File: src/rtl/masked_and_chain_pipe.sv
// Pipelined two-share masked AND of N_OPS operands, one registered masked gate per stage.
// Define MASKED_AND_GLITCH_REG_EN to split every gate into two register stages.
module masked_and_chain_pipe #(
  parameter int WIDTH = 4,
  parameter int N_OPS = 3
) (
  input  logic                     clk,
  input  logic                     rst,
  input  logic                     in_valid,
  output logic                     in_ready,
  input  logic [N_OPS*WIDTH-1:0]   in_s0,
  input  logic [N_OPS*WIDTH-1:0]   in_s1,
  output logic                     out_valid,
  input  logic                     out_ready,
  output logic [WIDTH-1:0]         out_s0,
  output logic [WIDTH-1:0]         out_s1,
  output logic                     busy
);

  localparam int NG = N_OPS - 1;
`ifdef MASKED_AND_GLITCH_REG_EN
  localparam int SPG = 2;
`else
  localparam int SPG = 1;
`endif
  localparam int NSTG = NG * SPG;

  function automatic logic [WIDTH-1:0] gate_t3(input logic [WIDTH-1:0] a0, b0, b1);
    return (a0 & b0) ^ (a0 & b1) ^ b1;
  endfunction

  function automatic logic [WIDTH-1:0] gate_t5(input logic [WIDTH-1:0] a1, b0, b1);
    return (a1 & b0) ^ (a1 | b1);
  endfunction

  logic                           adv;
  logic [NSTG-1:0]                vld_q;
  logic [N_OPS-1:0][WIDTH-1:0]    opd0, opd1;
  logic [NG-1:0][WIDTH-1:0]       ga0, ga1;
  logic [NG-1:0][WIDTH-1:0]       acc0_q, acc1_q, acc0_d, acc1_d;

  assign adv       = ~vld_q[NSTG-1] | out_ready;
  assign in_ready  = adv;
  assign out_valid = vld_q[NSTG-1];
  assign out_s0    = acc0_q[NG-1];
  assign out_s1    = acc1_q[NG-1];
  assign busy      = |vld_q;

  always_ff @(posedge clk) begin
    if (rst) begin
      vld_q <= '0;
    end else if (adv) begin
      vld_q[0] <= in_valid;
      for (int i = 1; i < NSTG; i++) vld_q[i] <= vld_q[i-1];
    end
  end

  // Operand j rides a delay line until the stage holding gate j samples it.
  for (genvar j = 0; j < N_OPS; j++) begin : g_op
    if (j < 2) begin : g_direct
      assign opd0[j] = in_s0[j*WIDTH +: WIDTH];
      assign opd1[j] = in_s1[j*WIDTH +: WIDTH];
    end else begin : g_delay
      localparam int D = SPG * (j - 1);
      logic [D-1:0][WIDTH-1:0] dl0_q, dl1_q;
      always_ff @(posedge clk) begin
        if (rst) begin
          dl0_q <= '0;
          dl1_q <= '0;
        end else if (adv) begin
          dl0_q[0] <= in_s0[j*WIDTH +: WIDTH];
          dl1_q[0] <= in_s1[j*WIDTH +: WIDTH];
          for (int i = 1; i < D; i++) begin
            dl0_q[i] <= dl0_q[i-1];
            dl1_q[i] <= dl1_q[i-1];
          end
        end
      end
      assign opd0[j] = dl0_q[D-1];
      assign opd1[j] = dl1_q[D-1];
    end
  end

  for (genvar gi = 0; gi < NG; gi++) begin : g_gate
    if (gi == 0) begin : g_head
      assign ga0[gi] = opd0[0];
      assign ga1[gi] = opd1[0];
    end else begin : g_link
      assign ga0[gi] = acc0_q[gi-1];
      assign ga1[gi] = acc1_q[gi-1];
    end
  end

`ifdef MASKED_AND_GLITCH_REG_EN
  logic [NG-1:0][WIDTH-1:0] t3_q, t5_q, h1_q, t3_d, t5_d, h1_d;

  // First half of each gate: partial terms registered before they are combined.
  always_comb begin
    for (int gi = 0; gi < NG; gi++) begin
      t3_d[gi]   = gate_t3(ga0[gi], opd0[gi+1], opd1[gi+1]);
      t5_d[gi]   = gate_t5(ga1[gi], opd0[gi+1], opd1[gi+1]);
      h1_d[gi]   = ga1[gi];
      acc0_d[gi] = t3_q[gi] ^ t5_q[gi];
      acc1_d[gi] = h1_q[gi];
    end
  end

  always_ff @(posedge clk) begin
    if (rst) begin
      t3_q <= '0;
      t5_q <= '0;
      h1_q <= '0;
    end else if (adv) begin
      t3_q <= t3_d;
      t5_q <= t5_d;
      h1_q <= h1_d;
    end
  end
`else
  always_comb begin
    for (int gi = 0; gi < NG; gi++) begin
      acc0_d[gi] = gate_t3(ga0[gi], opd0[gi+1], opd1[gi+1])
                 ^ gate_t5(ga1[gi], opd0[gi+1], opd1[gi+1]);
      acc1_d[gi] = ga1[gi];
    end
  end
`endif

  // Gate output stage: result mask always equals operand 0's share 1.
  always_ff @(posedge clk) begin
    if (rst) begin
      acc0_q <= '0;
      acc1_q <= '0;
    end else if (adv) begin
      acc0_q <= acc0_d;
      acc1_q <= acc1_d;
    end
  end

endmodule

File: config.mk
export PLATFORM = sky130hd
export DESIGN_NAME = masked_and_chain_pipe
export DESIGN_NICKNAME = d
export VERILOG_FILES = /design/src/rtl/masked_and_chain_pipe.sv
export SDC_FILE = /design/constraint.sdc
export NUM_CORES = 1
export LEC_CHECK = 0
export BUFFER_PORTS_ARGS = -buffer_cell sky130_fd_sc_hd__buf_2
export CAP_MARGIN = 20
export CORE_AREA = 2 2 61 63
export CTS_BUF_LIST = sky130_fd_sc_hd__clkbuf_8
export CTS_CLUSTER_SIZE = 24
export DETAILED_ROUTE_END_ITERATION = 12
export DIE_AREA = 0 0 63 65
export PLACE_DENSITY = 0.56
export SYNTH_ARGS = -nofsm -noshare
export SYNTH_HDL_FRONTEND = slang
export SYNTH_SLANG_ARGS = --single-unit
File: constraint.sdc
create_clock -name clk -period 1.3 [get_ports clk]
set_clock_uncertainty 0.1 [all_clocks]
set_input_delay 0.13 -clock clk [delete_from_list [all_inputs] [get_ports clk]]
set_output_delay 0.13 -clock clk [all_outputs]
set_load 0.05 [all_outputs]
### Word-level counts from Yosys, hierarchy flattened

Cells that the tools add are included.

* add/subtract/negate cells: 0
* $mul: 0
* divide/modulo/power cells: 0
* $lt $le $gt $ge: 0
* equality and inequality tests: 0
* shift-type cells: 0
* muxes and demuxes: 0
* bitwise logic cells: 18
* reduce and logical (&&, ||, !) cells: 1

Operator list (number)
* $xor 4x4->4: 8
* $and 4x4->4: 6
* $or 4x4->4: 2
* $reduce_or 2->1: 1
* $not 1->1: 1
* $or 1x1->1: 1

* register bits: 26
* latch bits: 0
* RAM bits: 0
* memory bits (read-only): 0
* bits of input ports: 28
* logic and storage cells: 26
* memories kept: 0

### Longest topological paths before layout

* depth in word-level cells: 4
* gate-level depth with buffers: 6
* gate-level depth less buffers: 4

### Worst setup path before layout

Ideal clock, no wire load.

* path type: register to register
* start point: reg vld_q[1]
* end point: reg vld_q[0]
* arrival: 1.322 ns
* required time: 1.068 ns
* setup slack: -0.254 ns
* cell stages (with the launch flop): 7
* clock period less this slack: 1.554 ns
* path through: dfxtp_1 -> nor2b_4 -> buf_6 -> inv_8 -> buf_8 -> nand2_1 -> a21oi_1

* word-level cells in the longest chain between the ends: 2

Ends and longest elaborated chain
* start: declaration: RTL line 37 `logic [NSTG-1:0] vld_q;`
* start signal: assignment: RTL line 51 `vld_q <= '0;`
* $not 1->1: RTL line 42 `assign adv = ~vld_q[NSTG-1] | out_ready;`
* $or 1x1->1: RTL line 42
* named net in_ready: RTL line 10 `output logic in_ready,`

The timed path passes the listed nets, and every way through them passes these cells.
A chain may end at the register's enable or synchronous reset.

### Worst setup path after layout

* start point: reg vld_q[1]
* end point: out in_ready

* word-level cells in the longest chain between the ends: 2

Ends and longest elaborated chain (RTL line)
* $not 1->1: 42
* $or 1x1->1: 42
* end: declaration: 10

No other way between the ends.

==> results.yml <==
synthesis:
  ys_seq_elements: 26
  netlist_instances: 126
  syn_avg_cell_area_sq_um: 9.24
  yosysUniqueCellTypes: 17
  ys_warn_count: 0
  postSynthNetCount: 154
  synth_area_sq_um: 1160
  ys_seq_area_share_pct: 44.7
clocking:
  clock_latency_ns: 0.26
  ctsHtreeMaxLevel: 1
  clockBufferDepth: 2
  cts_tree: "yes"
  cts_root_buf: "clkbuf_8"
  cts_sinks: 26
  cts-buffers-inserted: 3
  cts.clk_slew.worst_paths_ns: 0.09
pwr:
  comb_power_share_pct: 17.7
  swShare_pct: 25.3
  internal-power_mw: 1.40
  cellLeakagePower_nw: 0.690
  total_power_mw: 1.87
  p_sw_uw: 474
  seq_power_share_pct: 47.1
  vdd_drop_max_uv: 444
  p_clk_share_pct: 35.2
  power_density_nw_per_um2: 1260
global_route:
  grt-ovfl-total: 0
  groute.usage.overall_pct: 12.9
  grt_max_degree: 27
  grt_pass1_wl_mm: 4.08
  antenna_found_initial: 0
  grt_pass1_vias: 978
critical_path:
  worstPathArrival_ns: 1.03
  end_kind: "primary output"
  worstPathRequired_ns: 1.07
  crit_type: "reg2out"
  crit_path_start_kind: "register"
  crit_fanout: 4
timing:
  slew_headroom_pct: 64.4
  fmax_mhz: 792
  finalCritPeriodShare_pct: 97.1
  finalSetupViolations: 0
  drv_slew: 0
  hold_violations: 0
  period_minus_slack_ns: 1.26
  rsz0062_at_grt: "true"
  worst_pin_slew_ns: 0.535
layout:
  final_cell_mix: "36 x buf_2, 34 x nand2_1, 25 x dfxtp_1"
  layout_commonest_cell: "buf_2"
  drive_gt1_share_pct: 38.2
  syn2layout_area_growth_pct: 27.6
  final_area_sq_um: 1490
  diodes: 0
  fin_nets: 194
placement:
  dp_hpwl_mm: 1.57
  port_buffers: 38
  routabilityCongestion: 0.677
  place_area_sq_um: 1320
drt:
  drc: 0
  firstDrtPassIters: 4
  drtIter0Drc: 14
  vias: 963
  vias_per_cell: 4.52
  totalWireLength_mm: 2.39
  wl_per_cell_um: 11.2
  antenna_left: 0
floorplanning:
  die_y_um: 65
  core_sq_um: 3500
  row_count: 22
  die-area_sq_um: 4100
  start_util_pct: 33.3
  fp.dieW_um: 63
  pin_count: 39
outcome:
  status: "completed"
hold_path:
  worstHoldPathType: "in2reg"
flow_run:
  maxCapViolCount: 0
-- layout make-up --
class / count / area [sq um]
tap: 48 / 60.1
clock buffer: 3 / 41.3
fill: 377 / 2010
timing repair buffer: 46 / 280
sequential: 26 / 524
multi-input combinational: 87 / 533
clock inverter: 1 / 30.0
inverter: 1 / 11.3
timing repair inverter: 1 / 6.26
-- cells in the mapped netlist --
cell type  count  area (sq um)
buf_6          2          22.5
buf_8          2          30.0
nor2_2         4          25.0
a211oi_2       8           100
or2_2          1          6.26
buf_1          1          3.75
clkbuf_2       1          5.00
a21oi_1       17          85.1
dfxtp_1       26           521
clkbuf_1       1          3.75
inv_8          1          11.3
xor2_1         8          70.1
mux2i_1        8          80.1
nor2_1         6          22.5
buf_4          5          37.5
nand2_1       34           128
nor2b_4        1          13.8
-- per-layer routing --
metal / vias to the layer above / share of wire [%] / GRT usage (%)
met3: 4 / 4.8 / 2.78
met4: 0 / 2.1 / 8.06
met5: - / 0 / 0
met1: 450 / 41 / 13.4
li1: 486 / - / -
met2: 23 / 52 / 23.7
-- power groups by stage --
stage | Sequential (mW) | Combinational, mW | Clock [mW]
finish | 0.883 | 0.332 | 0.659
global route | 0.891 | 0.361 | 0.710
CTS | 0.883 | 0.336 | 0.684
detailed placement | 0.902 | 0.307 | 0
global placement | 0.899 | 0.300 | 0
floorplan | 0.923 | 0.221 | 0
-- metrics by stage --
stage	setup slack (ns)	utilization, %	TNS, ns	hold slack [ns]	instances
detailed placement	0.112	37.9	0	0.282	201
floorplan	0.0177	-	0	0.170	126
global placement	0.133	37.9	0	0.275	201
CTS	0.0201	42.4	0	0.00203	213
finish	0.0372	42.5	0	0.00596	213
global route	-0.0139	42.5	-0.0140	0.0116	213
-- logic make-up (layout without fill, tap and decap cells) --
logic type             count (synthesis)  count (layout)  share of synthesized area, %
multiplexers                           8               8                          6.87
buffers and inverters                 13              52                          9.77
flip-flops                            26              26                          44.7
AO/OA/AOI/OAI                         25              25                          15.9
XOR/XNOR                               8               8                          6.02
AND/OR/NAND/NOR                       46              46                          16.8
-- flip-flops by register name, indices dropped and copies added (netlist names) --
name	flops
acc0_q	4
acc1_d	4
g_op.g_delay.dl0_q	4
g_op.g_delay.dl1_q	4
out_s0	4
out_s1	4
vld_q	2
-- final timing paths --
| check | to | depth (start not counted) | slack (ns) | from |
|---|---|---|---|---|
| max reg2reg | out_s0[1] | 5 | 0.08 | vld_q[1] |
| max | in_ready | 3 | 0.04 | vld_q[1] |
| min reg2reg | out_s1[1] | 2 | 0.35 | out_s1[1] |
| min | vld_q[0] | 3 | 0.006 | in_valid |
-- worst max-delay path, cell delays in order, from the launching register on --
cell and delay [ns]:
dfxtp_4 0.35, nor2b_4 0.21, inv_8 0.05, buf_8 0.15
-- timing repair --
| action | CTS | global route |
|---|---|---|
| gates resized for setup | 6 | 1 |
| hold buffers | 4 | 0 |
| cloned | 1 | 0 |
| endpoints found under the setup margin | 2 | 2 |
| endpoints found under the hold margin | 4 | 0 |
| setup buffers | 3 | 0 |
| pin swaps | 0 | 0 |
(Power assumes the default switching activity.)
